$ cat src/rtl/aoi221_bist.sv
// aoi221_bist: exhaustive built-in self-test sequencer for an AOI221 cell
// (ZN = !(A | B1&B2 | C1&C2)). Walks all 32 input vectors, samples ZN after a
// programmable settle interval and reports mismatch count and pass/fail.
// Optional first-fail logging is built when AOI221_BIST_FAIL_LOG_EN is defined.
module aoi221_bist #(
  parameter int unsigned SETTLE_CYCLES = 2
) (
  input  logic       CK,
  input  logic       RN,
  input  logic       start,
  input  logic       abort,
  input  logic       zn_in,
  output logic       A,
  output logic       B1,
  output logic       B2,
  output logic       C1,
  output logic       C2,
  output logic       busy,
  output logic       done,
  output logic       pass,
  output logic [5:0] err_count,
  output logic [4:0] first_fail_vec,
  output logic       first_fail_valid
);

  localparam int unsigned VEC_W = 5;
  localparam int unsigned CNT_W = 4;
  localparam int unsigned ERR_W = 6;

  localparam logic [1:0] ST_IDLE   = 2'd0;
  localparam logic [1:0] ST_SETTLE = 2'd1;
  localparam logic [1:0] ST_SAMPLE = 2'd2;
  localparam logic [1:0] ST_DONE   = 2'd3;

  localparam logic [VEC_W-1:0] VEC_LAST = VEC_W'(31);
  localparam logic [CNT_W-1:0] CNT_LAST = CNT_W'(SETTLE_CYCLES - 1);

  logic [1:0]       state_q, state_d;
  logic [VEC_W-1:0] vec_q,   vec_d;
  logic [CNT_W-1:0] cnt_q,   cnt_d;
  logic [ERR_W-1:0] err_q,   err_d;
  logic [VEC_W-1:0] drv_q,   drv_d;
  logic             busy_q,  busy_d;
  logic             done_q,  done_d;
`ifdef AOI221_BIST_FAIL_LOG_EN
  logic [VEC_W-1:0] ffv_q,     ffv_d;
  logic             ffvalid_q, ffvalid_d;
`endif

  logic exp_c;
  logic mismatch_c;

  // Reference response of a healthy cell for the vector currently driven.
  assign exp_c      = ~(vec_q[4] | (vec_q[3] & vec_q[2]) | (vec_q[1] & vec_q[0]));
  assign mismatch_c = zn_in ^ exp_c;

  // Next-state and result bookkeeping; abort overrides every transition.
  always_comb begin
    state_d = state_q;
    vec_d   = vec_q;
    cnt_d   = cnt_q;
    err_d   = err_q;
    busy_d  = 1'b0;
    done_d  = 1'b0;
    drv_d   = '0;
`ifdef AOI221_BIST_FAIL_LOG_EN
    ffv_d     = ffv_q;
    ffvalid_d = ffvalid_q;
`endif
    if (abort) begin
      state_d = ST_IDLE;
    end else begin
      case (state_q)
        ST_IDLE, ST_DONE: begin
          if (start) begin
            state_d = ST_SETTLE;
            vec_d   = '0;
            cnt_d   = '0;
            err_d   = '0;
`ifdef AOI221_BIST_FAIL_LOG_EN
            ffv_d     = '0;
            ffvalid_d = 1'b0;
`endif
          end
        end
        ST_SETTLE: begin
          if (cnt_q == CNT_LAST) begin
            state_d = ST_SAMPLE;
          end else begin
            cnt_d = cnt_q + CNT_W'(1);
          end
        end
        ST_SAMPLE: begin
          if (mismatch_c) begin
            err_d = err_q + ERR_W'(1);
`ifdef AOI221_BIST_FAIL_LOG_EN
            if (!ffvalid_q) begin
              ffv_d     = vec_q;
              ffvalid_d = 1'b1;
            end
`endif
          end
          if (vec_q == VEC_LAST) begin
            state_d = ST_DONE;
          end else begin
            state_d = ST_SETTLE;
            vec_d   = vec_q + VEC_W'(1);
            cnt_d   = '0;
          end
        end
        default: state_d = ST_IDLE;
      endcase
    end
    busy_d = (state_d == ST_SETTLE) || (state_d == ST_SAMPLE);
    done_d = (state_d == ST_DONE);
    drv_d  = busy_d ? vec_d : '0;
  end

  // State, counters and registered outputs.
  always_ff @(posedge CK or negedge RN) begin
    if (!RN) begin
      state_q <= ST_IDLE;
      vec_q   <= '0;
      cnt_q   <= '0;
      err_q   <= '0;
      drv_q   <= '0;
      busy_q  <= 1'b0;
      done_q  <= 1'b0;
    end else begin
      state_q <= state_d;
      vec_q   <= vec_d;
      cnt_q   <= cnt_d;
      err_q   <= err_d;
      drv_q   <= drv_d;
      busy_q  <= busy_d;
      done_q  <= done_d;
    end
  end

`ifdef AOI221_BIST_FAIL_LOG_EN
  // First-failing-vector capture registers.
  always_ff @(posedge CK or negedge RN) begin
    if (!RN) begin
      ffv_q     <= '0;
      ffvalid_q <= 1'b0;
    end else begin
      ffv_q     <= ffv_d;
      ffvalid_q <= ffvalid_d;
    end
  end

  assign first_fail_vec   = ffv_q;
  assign first_fail_valid = ffvalid_q;
`else
  assign first_fail_vec   = '0;
  assign first_fail_valid = 1'b0;
`endif

  assign A         = drv_q[4];
  assign B1        = drv_q[3];
  assign B2        = drv_q[2];
  assign C1        = drv_q[1];
  assign C2        = drv_q[0];
  assign busy      = busy_q;
  assign done      = done_q;
  assign err_count = err_q;
  assign pass      = (state_q == ST_DONE) && (err_q == '0);

endmodule

$ cat config.mk
export PLATFORM = sky130hd
export DESIGN_NAME = aoi221_bist
export DESIGN_NICKNAME = d
export VERILOG_FILES = /design/src/rtl/aoi221_bist.sv
export SDC_FILE = /design/constraint.sdc
export NUM_CORES = 1
export LEC_CHECK = 0
export CAP_MARGIN = 20
export CORE_MARGIN = 5
export CORE_UTILIZATION = 23
export DETAILED_ROUTE_END_ITERATION = 8
export GPL_TIMING_DRIVEN = 1
export PLACE_DENSITY_LB_ADDON = 0.12
export SYNTH_ARGS = -nofsm -noshare
export SYNTH_HDL_FRONTEND = slang
export SYNTH_SLANG_ARGS = --single-unit
export TNS_END_PERCENT = 1
$ cat constraint.sdc
create_clock -name CK -period 4.79 [get_ports CK]
set_input_delay 0.7185 -clock CK [delete_from_list [all_inputs] [get_ports CK]]
set_output_delay 0.7185 -clock CK [all_outputs]
set_load 0.02 [all_outputs]
# Yosys cells after proc, flatten, opt, wreduce, memory -nomap -nowiden

Cells that the tools add are included.

Bits in registers: 24
Output and inout bits: 20
Bits of input ports: 5
Word-level logic and storage cells: 54

Reductions and logical operators: 8
Bitwise logic cells: 7
Add/sub/neg operators: 3
Equal/unequal tests: 12
Muxes and demuxes: 17

Operators with widths:

| cell                | number |
|---|---|
| $mux 5              | 4 |
| $mux 4              | 3 |
| $mux 6              | 2 |
| $pmux 4 s3          | 1 |
| $pmux 6 s2          | 1 |
| $pmux 5 s2          | 1 |
| $eq 2x2->1 const B  | 4 |
| $mux 2              | 4 |
| $ne 2x2->1 const B  | 4 |
| $reduce_and 4->1    | 2 |
| $add 6x1->6 const B | 1 |
| $logic_not 6->1     | 1 |
| $pmux 2 s3          | 1 |
| $add 5x1->5 const B | 1 |
| $eq 5x5->1 const B  | 1 |
| $add 4x1->4 const B | 1 |
| $eq 2x1->1 const B  | 2 |
| $eq 4x1->1 const B  | 1 |
| $and 1x1->1         | 2 |
| $logic_not 2->1     | 1 |
| $not 1->1           | 2 |
| $or 1x1->1          | 2 |
| $reduce_bool 2->1   | 1 |
| $reduce_or 2->1     | 1 |
| 3 further kinds     | 3 |

# Longest topological paths before layout

Gate-level depths: netlist (run 1).

Depth in word-level cells: 7
Depth in mapped cells: 9
Mapped depth without buffers: 8

# Worst setup path after synthesis (run 1)

No wires, ideal clock.

Kind: register to register
Start: register state_q[0]
End: register err_q[5] (netlist: err_count[5])
Setup slack: 2.792 ns
Setup time: 0.078 ns
Arrival: 1.921 ns
Buffers on the path: 1
Clock period less this slack: 1.998 ns
Stages on the path, launching flop included: 8
Required time: 4.712 ns
Cells stage by stage: dfrtp_1 inv_1 ha_1 buf_6 mux2i_1 or3_4 or4_1 a21oi_1

Longest elaborated chain between the ends: 4
Elaborated cells between the ends (all ways): 9
Those cells by class: 4 x eq/ne; 1 x mux; 4 x reduce/logical

RTL lines:

| element                                                          | line | source |
|---|---|---|
| start, declared                                                  | 38   | `logic [1:0] state_q, state_d;` |
| start signal, assigned                                           | 130  | `state_q <= state_d;` |
| $eq 2x2->1 or $logic_not 2->1 (tied branches)                    | 73   | `case (state_q)` |
| $reduce_or 2->1                                                  | 73   |  |
| $ne 2x2->1 (no source line) or $reduce_bool 2->1 (tied branches) | n/a  |  |
| $reduce_and 4->1 (no source line)                                | n/a  |  |
| end signal, assigned                                             | 133  | `err_q <= err_d;` |
| end, declared                                                    | 41   | `logic [ERR_W-1:0] err_q, err_d;` |

Parallel ways exist; a longest one is shown, timed or not.
A chain may end at the register's enable or synchronous reset.

# Worst setup path in the final report (run 1)

Start: register err_q[0] (netlist: err_count[0])
End: output port pass

Longest elaborated chain between the ends: 2

RTL lines:

| element           | line | source |
|---|---|---|
| $logic_not 6->1   | 167  | `assign pass = (state_q == ST_DONE) && (err_q == '0);` |
| $logic_and 1x1->1 | 167  |  |
| end, declared     | 20   | `output logic pass,` |

Every way passes these cells.

==> results of run 1 <==
==> worst register-to-register path, stage by stage, from the launching register on <==
cell and delay (ns):
dfrtp_1 0.41, inv_1 0.09, ha_1 0.47, mux2i_1 0.20, or3_4 0.41, or4_1 0.47, a21oi_1 0.15
==> per-stage QoR <==
stage	setup WS (ns)	power (mW)	utilization, %	hold WS [ns]
after global routing	2.08	0.438	28.2	0.607
after floorplan	2.79	0.263	-	0.423
after detailed placement	2.27	0.280	27.3	0.545
after CTS	2.21	0.419	28.2	0.563
after global placement	2.31	0.279	27.3	0.529
final	2.24	0.410	28.2	0.561
==> sequential cells by signal, indices dropped and copies added, names as in the netlist <==
register,flops
state_q,2
cnt_q,4
done,1
err_count,6
drv_q,5
busy,1
vec_q,5
==> cell usage in the layout, fill, tap and decap left out <==
cell              n
nor2_1            5
nor3_1            2
or4_1             2
nor4bb_1          2
nand2_1          11
clkbuf_8          4
ha_1              9
mux2i_1           4
clkdlybuf4s50_1  18
nand4bb_1         1
nand4_1           3
a2111o_1          1
or3_1             4
mux2_2            1
a21oi_1           8
o21bai_1          1
and4_4            1
nor2b_1           2
a32o_1            1
and2_1            5
dfrtp_1          24
o21ai_0           9
buf_4             1
o31ai_1           2
nor4_1            1
conb_1            6
or3_4             1
a211oi_1          2
nand3_1           3
a41oi_1           2
nand2b_1          3
a211oi_2          1
o22ai_1           1
o211ai_1          1
a2bb2oi_1         1
nor3b_1           1
a2111oi_2         1
inv_1            11
==> kinds of logic after synthesis <==
group	count (synthesis)	share of synthesized area, %
and+or+nand+nor	47	20.0
AOI/OAI and AO/OA	31	15.4
DFF	24	43.8
buffers and inverters	21	8.58
adders and majority gates	9	8.21
muxes	5	3.74
other	1	0.273
==> final cells by class <==
cell class / instances / area (um2)
tap: 75 / 93.8
clock buffer: 4 / 55.1
timing repair buffer: 19 / 188
sequential: 24 / 601
fill: 605 / 4200
multi-input combinational: 98 / 672
inverter: 11 / 41.3
==> worst min path at each step <==
stage | start | to | slack (ns) | cells after the start
CTS | cnt_q[1] | cnt_q[1] | 0.56 | 2
global placement | cnt_q[1] | cnt_q[1] | 0.53 | 2
global route | cnt_q[1] | cnt_q[1] | 0.61 | 2
detailed placement | cnt_q[1] | cnt_q[1] | 0.55 | 2
floorplan | RN | busy | 0.42 | 0
finish | cnt_q[1] | cnt_q[1] | 0.56 | 2
==> routing by layer <==
| metal | routed length (um) | part of all wire (%) | track usage, % |
|---|---|---|---|
| met5 | 0 | 0 | 0 |
| met4 | 19 | 0.66 | 2.09 |
| met3 | 85 | 3.0 | 1.80 |
| met2 | 1300 | 45 | 12.8 |
| met1 | 1480 | 51 | 11.4 |
==> report_power, final <==
| group | total (mW) | internal, mW | switching, mW |
|---|---|---|---|
| combinational | 0.0608 | 0.0233 | 0.0375 |
| clock | 0.136 | 0.0732 | 0.0625 |
| sequential | 0.214 | 0.208 | 0.00559 |
| total | 0.410 | 0.305 | 0.106 |
==> metrics.txt, run 1 <==
status complete, no violations; Remaining DRCs 0; Pleak 0.690 nW; CTS clock-pin slew for the worst setup and hold paths 0.08 ns; Area Growth Syn to Fin 20.3%; largest area contributor in the netlist dfrtp_1; family with the most delay on the worst path buffers and inverters; placed cell count 227; WL/cell 12.5 um; Slew @ Worst Pin 0.802 ns; H-tree Lvls 1; Max Transition Viols Final 0; clock skew 0.00150 ns; Crit. Startpoint err_count[0]; TritonRoute pass-1 iters 3; Diodes inserted 0; Max Cap Violations 0; Power Density 249 nW/um2; Core Region 5850 um2; Final Cycle Share 53.3%; Yosys cell types 39; gr ovfl total 0; via count 1000; post-synthesis register bit count 24; RR Startpoint state_q[0]; total clock sinks 24; Post-CTS Setup Inserts 0; RSZ-0062 raised after global routing no; hpwl dp 2230 um; Worst path max stage delay 0.63 ns; Clock Root Buffer clkbuf_8; CP startpoint kind flop; Layout Cells excl Fill 231; first-pass GRT wire length 5020 um; cell depth of the worst setup path 5; Final #Nets 171; CP max-delay cell clkdlybuf4s50_1; Synth top area share 43.8%; Seq/Total Area, Yosys 43.8%; DP Area 1600 um2; I/O Buffers 18; crit path capture type output pin; I/O pin count 25; vias per cell 4.33; Die Wd 87.2 um; crit path cell chain inv_1, ha_1, nand4bb_1, nor3_1, clkdlybuf4s50_1; mapped cell area 1370 um2; Most used DFF post-synth dfrtp_1; Peak Freq 0.391 GHz; hold crit path type flop to flop; count of final setup violators 0; GRT Total Usage 8.18%; initial antenna violation count 0; syn avg cell area 9.94 um2; CTS Buf Count 3; post-layout min period 2.55 ns; number of core rows 28; most numerous cell in the Yosys netlist dfrtp_1; die height 87.2 um; synth top area cells dfrtp_1, ha_1, o21ai_0, buf_4, inv_1; vias in the first global route 1042; Worst Path Max Fanout 4; end of the critical path pass; Register-to-Register Setup Slack 2.52 ns; worst reg2reg path depth 6; Hold-fix buffers, CTS 0; CP Data Arrival Time 1.84 ns; RePlAce Congestion 0.714; Post-synth EDFFs 0; pin count of the biggest net entering global routing 25; antenna-violating nets left 0; Yosys warning count 0; Req. time, crit path 4.07 ns; Die ar. 7610 um2; Worst-Skew Late Latency 0.26 ns; Worst slew margin 45.8%; synthesized instance count 138; post_cts resized 0; CP Buf/Inv Count 2; layout cells sized above 1 6.41%; count of final hold-check violations 0; Finished Cell Area 1650 um2; top post-synthesis cells by count dfrtp_1, inv_1, nand2_1; Initial DRC Count 50; crit path kind flop to output pin; ys async rst share 100%; CTS tree built; maximum VDD drop 0.103 mV; Total Wirelength 2880 um; Crit Reg-Reg Endpoint err_count[5]; worst-case clock buffer depth 2; starting density of the core 23.4%; setup_tns 0 ns
No activity file was read; power rests on OpenSTA's default activity.
==> run 2: changes to the inputs <==
Clock period 4.79 ns to 2.65 ns, I/O delays scaled along.
==> metrics.txt, run 2 (same netlist as run 1, synthesis figures left out) <==
status complete, no violations; RSZ-0062 raised after global routing no; CTS Buf Count 3; CP Data Arrival Time 1.83 ns; CP startpoint kind flop; hpwl dp 2240 um; H-tree Lvls 1; most frequent cells in the layout dfrtp_1, clkdlybuf4s50_1, inv_1, nand2_1; via count 1047; Slew @ Worst Pin 0.584 ns; Initial DRC Count 14; crit path kind flop to output pin; GRT Total Usage 8.33%; count of final hold-check violations 0; layout cells sized above 1 7.59%; pre-CTS setup slack 0.466 ns; Remaining DRCs 0; Post-CTS Setup Inserts 0; crit path capture type output pin; number of flip-flops in the largest register 6; post-layout min period 2.23 ns; GRT busiest layer met2; NetSw 205 uW; die height 87.2 um; Seq pwr share 46.7%; I/O pin count 25; Max Cap Violations 0; Final #Nets 173; post_cts resized 0; clock skew 0.00710 ns; Worst slew margin 59.9%; maximum VDD drop 0.254 mV; RePlAce Congestion 0.775; Worst Path Max Fanout 4; Pleak 0.708 nW; routing usage on met3 2.55%; slack of the critical path 0.419 ns; Area Growth Syn to Fin 22.6%; Layout Cells excl Fill 233; Fin Hold WS 0.485 ns; clock power share 39.7%; Power Density 492 nW/um2; TritonRoute pass-1 iters 4; Clock Root Buffer clkbuf_8; hold crit path type primary input to asynchronous set/reset pin; grt met2 use 12.9%; setup_tns 0 ns; pin count of the biggest net entering global routing 25; initial antenna violation count 0; starting density of the core 23.4%; Final Cycle Share 84.2%; gr ovfl total 0; number of core rows 28; Diodes inserted 0; antenna-violating nets left 0; I/O Buffers 18; first-pass GRT wire length 4940 um; vias in the first global route 1003; placed cell count 229; Comb pwr share 13.6%; commonest non-fill, non-tap cell in the layout dfrtp_1; count of final setup violators 0; CTS clock-pin slew for the worst setup and hold paths 0.09 ns; Req. time, crit path 2.25 ns; grt met1 use 11.3%; Total Wirelength 3010 um; Max Transition Viols Final 0; vias per cell 4.49; Hold-fix buffers, CTS 0; Core Region 5850 um2; Peak Freq 0.448 GHz; WL/cell 12.9 um; CTS tree built; Sw Ratio 24.8%; worst-case clock buffer depth 2; Int Pwr 622 uW; Worst-Skew Late Latency 0.27 ns; Fillers 629; total clock sinks 24; Util after Layout 28.7%; Die ar. 7610 um2; Die Wd 87.2 um
==> run 2: power groups by stage <==
stage | Clock (mW) | Combinational (mW) | Sequential, mW
CTS | 0.344 | 0.115 | 0.386
detailed placement | 0 | 0.114 | 0.393
global route | 0.356 | 0.127 | 0.388
floorplan | 0 | 0.0805 | 0.395
global placement | 0 | 0.113 | 0.393
finish | 0.328 | 0.113 | 0.386
==> run 2: final timing paths <==
path	start	endpoint	slack, ns	cells past startpoint
worst max-delay path	err_count[0]	pass	0.42	5
worst min-delay path	RN	drv_q[1]	0.48	2
worst max register to register	state_q[0]	err_count[5]	0.43	6
worst min register to register	cnt_q[3]	cnt_q[3]	0.57	2
max in group asynchronous	RN	vec_q[1]	1.92	2
min in group CK	cnt_q[3]	cnt_q[3]	0.57	2
==> run 2: layer usage <==
| layer | wire length, um | share of wire [%] |
|---|---|---|
| met3 | 111 | 3.7 |
| met4 | 29 | 0.96 |
| met5 | 0 | 0 |
| met1 | 1450 | 48 |
| met2 | 1420 | 47 |
==> run 2: critical path, cell delays in order (launching register included) <==
cell             delay (ns)
dfrtp_1                0.42
inv_1                  0.11
ha_1                   0.16
nand4bb_1              0.11
nor3_1                 0.14
clkdlybuf4s50_1        0.63
==> run 2: cell type report <==
class | count | area, um2 | share of cell area, %
multi-input cells | 98 | 672 | 40.0
flip-flops and latches | 24 | 601 | 35.7
repair buffers | 21 | 203 | 12.1
well taps | 75 | 93.8 | 5.58
clock buffers | 3 | 41.3 | 2.46
inverters | 11 | 41.3 | 2.46
clock inverters | 1 | 30.0 | 1.79
==> run 2: through the flow <==
stage / cell area, um2 / power, mW
final: 1680 / 0.827
after global routing: 1680 / 0.871
after CTS: 1680 / 0.845
after detailed placement: 1610 / 0.507
after global placement: 1610 / 0.506
after floorplan: 1390 / 0.475
==> run 3: changes to the inputs <==
Clock period 2.65 ns to 1.8 ns, I/O delays scaled along.
==> metrics.txt, run 3 (same netlist as run 1, synthesis figures left out) <==
Remaining DRCs 0; die height 87.2 um; Total Wirelength 3300 um; RSZ-0062 raised after global routing yes; WL/cell 12.3 um; vias per cell 4.36; pin count of the biggest net entering global routing 25; CTS clock-pin slew for the worst setup and hold paths 0.09 ns; Crit. Startpoint state_q[1]; TritonRoute pass-1 iters 2; Power Density 638 nW/um2; antenna-violating nets left 0; crit path kind flop to flop; Initial DRC Count 57; Worst-Skew Late Latency 0.27 ns; crit path capture type flop; failing checks setup timing; count of final hold-check violations 0; Util after Layout 35.5%; Final Cycle Share 101%; CTS tree built; GRT Total Usage 9.44%; maximum VDD drop 0.272 mV; CTS Buf Count 3; commonest non-fill, non-tap cell in the layout buf_4; starting density of the core 23.4%; via count 1168; end of the critical path err_count[5]; Die ar. 7610 um2; Hold-fix buffers, CTS 0; slack of the critical path -0.0263 ns; Clock Root Buffer clkbuf_8; CP Data Arrival Time 2.03 ns; H-tree Lvls 1; Diodes inserted 0; vias in the first global route 1186; Peak Freq 0.548 GHz; I/O pin count 25; pre-CTS setup slack -0.176 ns; hpwl dp 2540 um; Tot Pwr 1.32 mW; Pleak 0.885 nW; clock skew 0.00277 ns; status complete, but fails checks; worst-case clock buffer depth 2; I/O Buffers 18; Register-to-Register Setup Slack -0.03 ns; post-layout min period 1.83 ns; total clock sinks 24; Crit Reg-Reg Endpoint err_count[5]; layout cells sized above 1 33.7%; hold crit path type primary input to asynchronous set/reset pin; most frequent cells in the layout buf_4, dfrtp_1, clkdlybuf4s50_1; Area Growth Syn to Fin 51.4%; Core Region 5850 um2; RR Startpoint state_q[1]; count of final setup violators 1; number of core rows 28; first-pass GRT wire length 5630 um; RePlAce Congestion 0.735; Worst Path Max Fanout 4; number of flip-flops in the largest register 6; Die Wd 87.2 um; Req. time, crit path 2.00 ns; Fin Hold WS 0.359 ns; initial antenna violation count 0; gr ovfl total 0; Max Transition Viols Final 0; CP startpoint kind flop; Max Cap Violations 0; Final #Nets 208; worst reg2reg path depth 5
[run 3: cell types whose count changed in the layout (fill, tap and decap cells not counted), moves of 2 or more]
cell | before | now
a21oi_1 | 8 | 6
a21oi_2 | 0 | 2
buf_4 | 3 | 38
ha_1 | 9 | 4
ha_4 | 0 | 4
mux2i_1 | 4 | 2
nor2_1 | 5 | 3
nor2_2 | 0 | 2
o21ai_0 | 9 | 7
o21ai_1 | 0 | 2
[run 3: layout make-up]
cell class                 instances  area [um2]
timing repair buffer              56         460
sequential                        24         601
clock inverter                     1        30.0
inverter                          11        41.3
tap                               75        93.8
fill                             571        3770
clock buffer                       3        41.3
multi-input combinational         98         808
[run 3: worst min-delay path by stage]
stage | to | slack, ns | cells after the start
6_report | err_count[0] | 0.36 | 2
3_5_place_dp | err_count[1] | 0.57 | 2
3_3_place_gp | err_count[1] | 0.54 | 2
5_1_grt | cnt_q[2] | 0.40 | 2
2_1_floorplan | busy | -0.03 | 0
4_1_cts | cnt_q[2] | 0.38 | 2
[run 3: metal layers]
metal	vias up	global-route usage (%)	part of all wire (%)
li1	590	-	-
met3	5	1.14	2.3
met2	13	16.2	49
met4	0	3.35	1.7
met5	-	0	0
met1	560	12.2	46
[run 3: per-stage QoR]
stage	TNS [ns]	cell area [um2]	cells
global placement	-1.03	1860	262
floorplan	-0.373	1390	143
finish	-0.0263	2080	268
detailed placement	-1.50	1860	262
CTS	-0.0625	2030	268
global route	-0.761	2080	268
[run 3: what timing repair did]
item | in CTS | in global routing
cloned | 0 | 0
pin swaps | 9 | 8
endpoints found under the setup margin | 15 | 18
resized for setup | 19 | 11
buffers inserted | 2 | 0
[run 3: power by group]
| part | leakage, nW | total (mW) | internal [mW] | switching (mW) |
|---|---|---|---|---|
| Sequential | 0.333 | 0.564 | 0.554 | 0.00941 |
| Clock | 0.0357 | 0.483 | 0.298 | 0.185 |
| Combinational | 0.516 | 0.277 | 0.144 | 0.133 |
[run 3: critical path, stage by stage (launching register included)]
cell and delay (ns):
dfrtp_1 0.43, ha_4 0.27, mux2i_2 0.17, or3_4 0.35, or4_1 0.40, a21oi_1 0.13
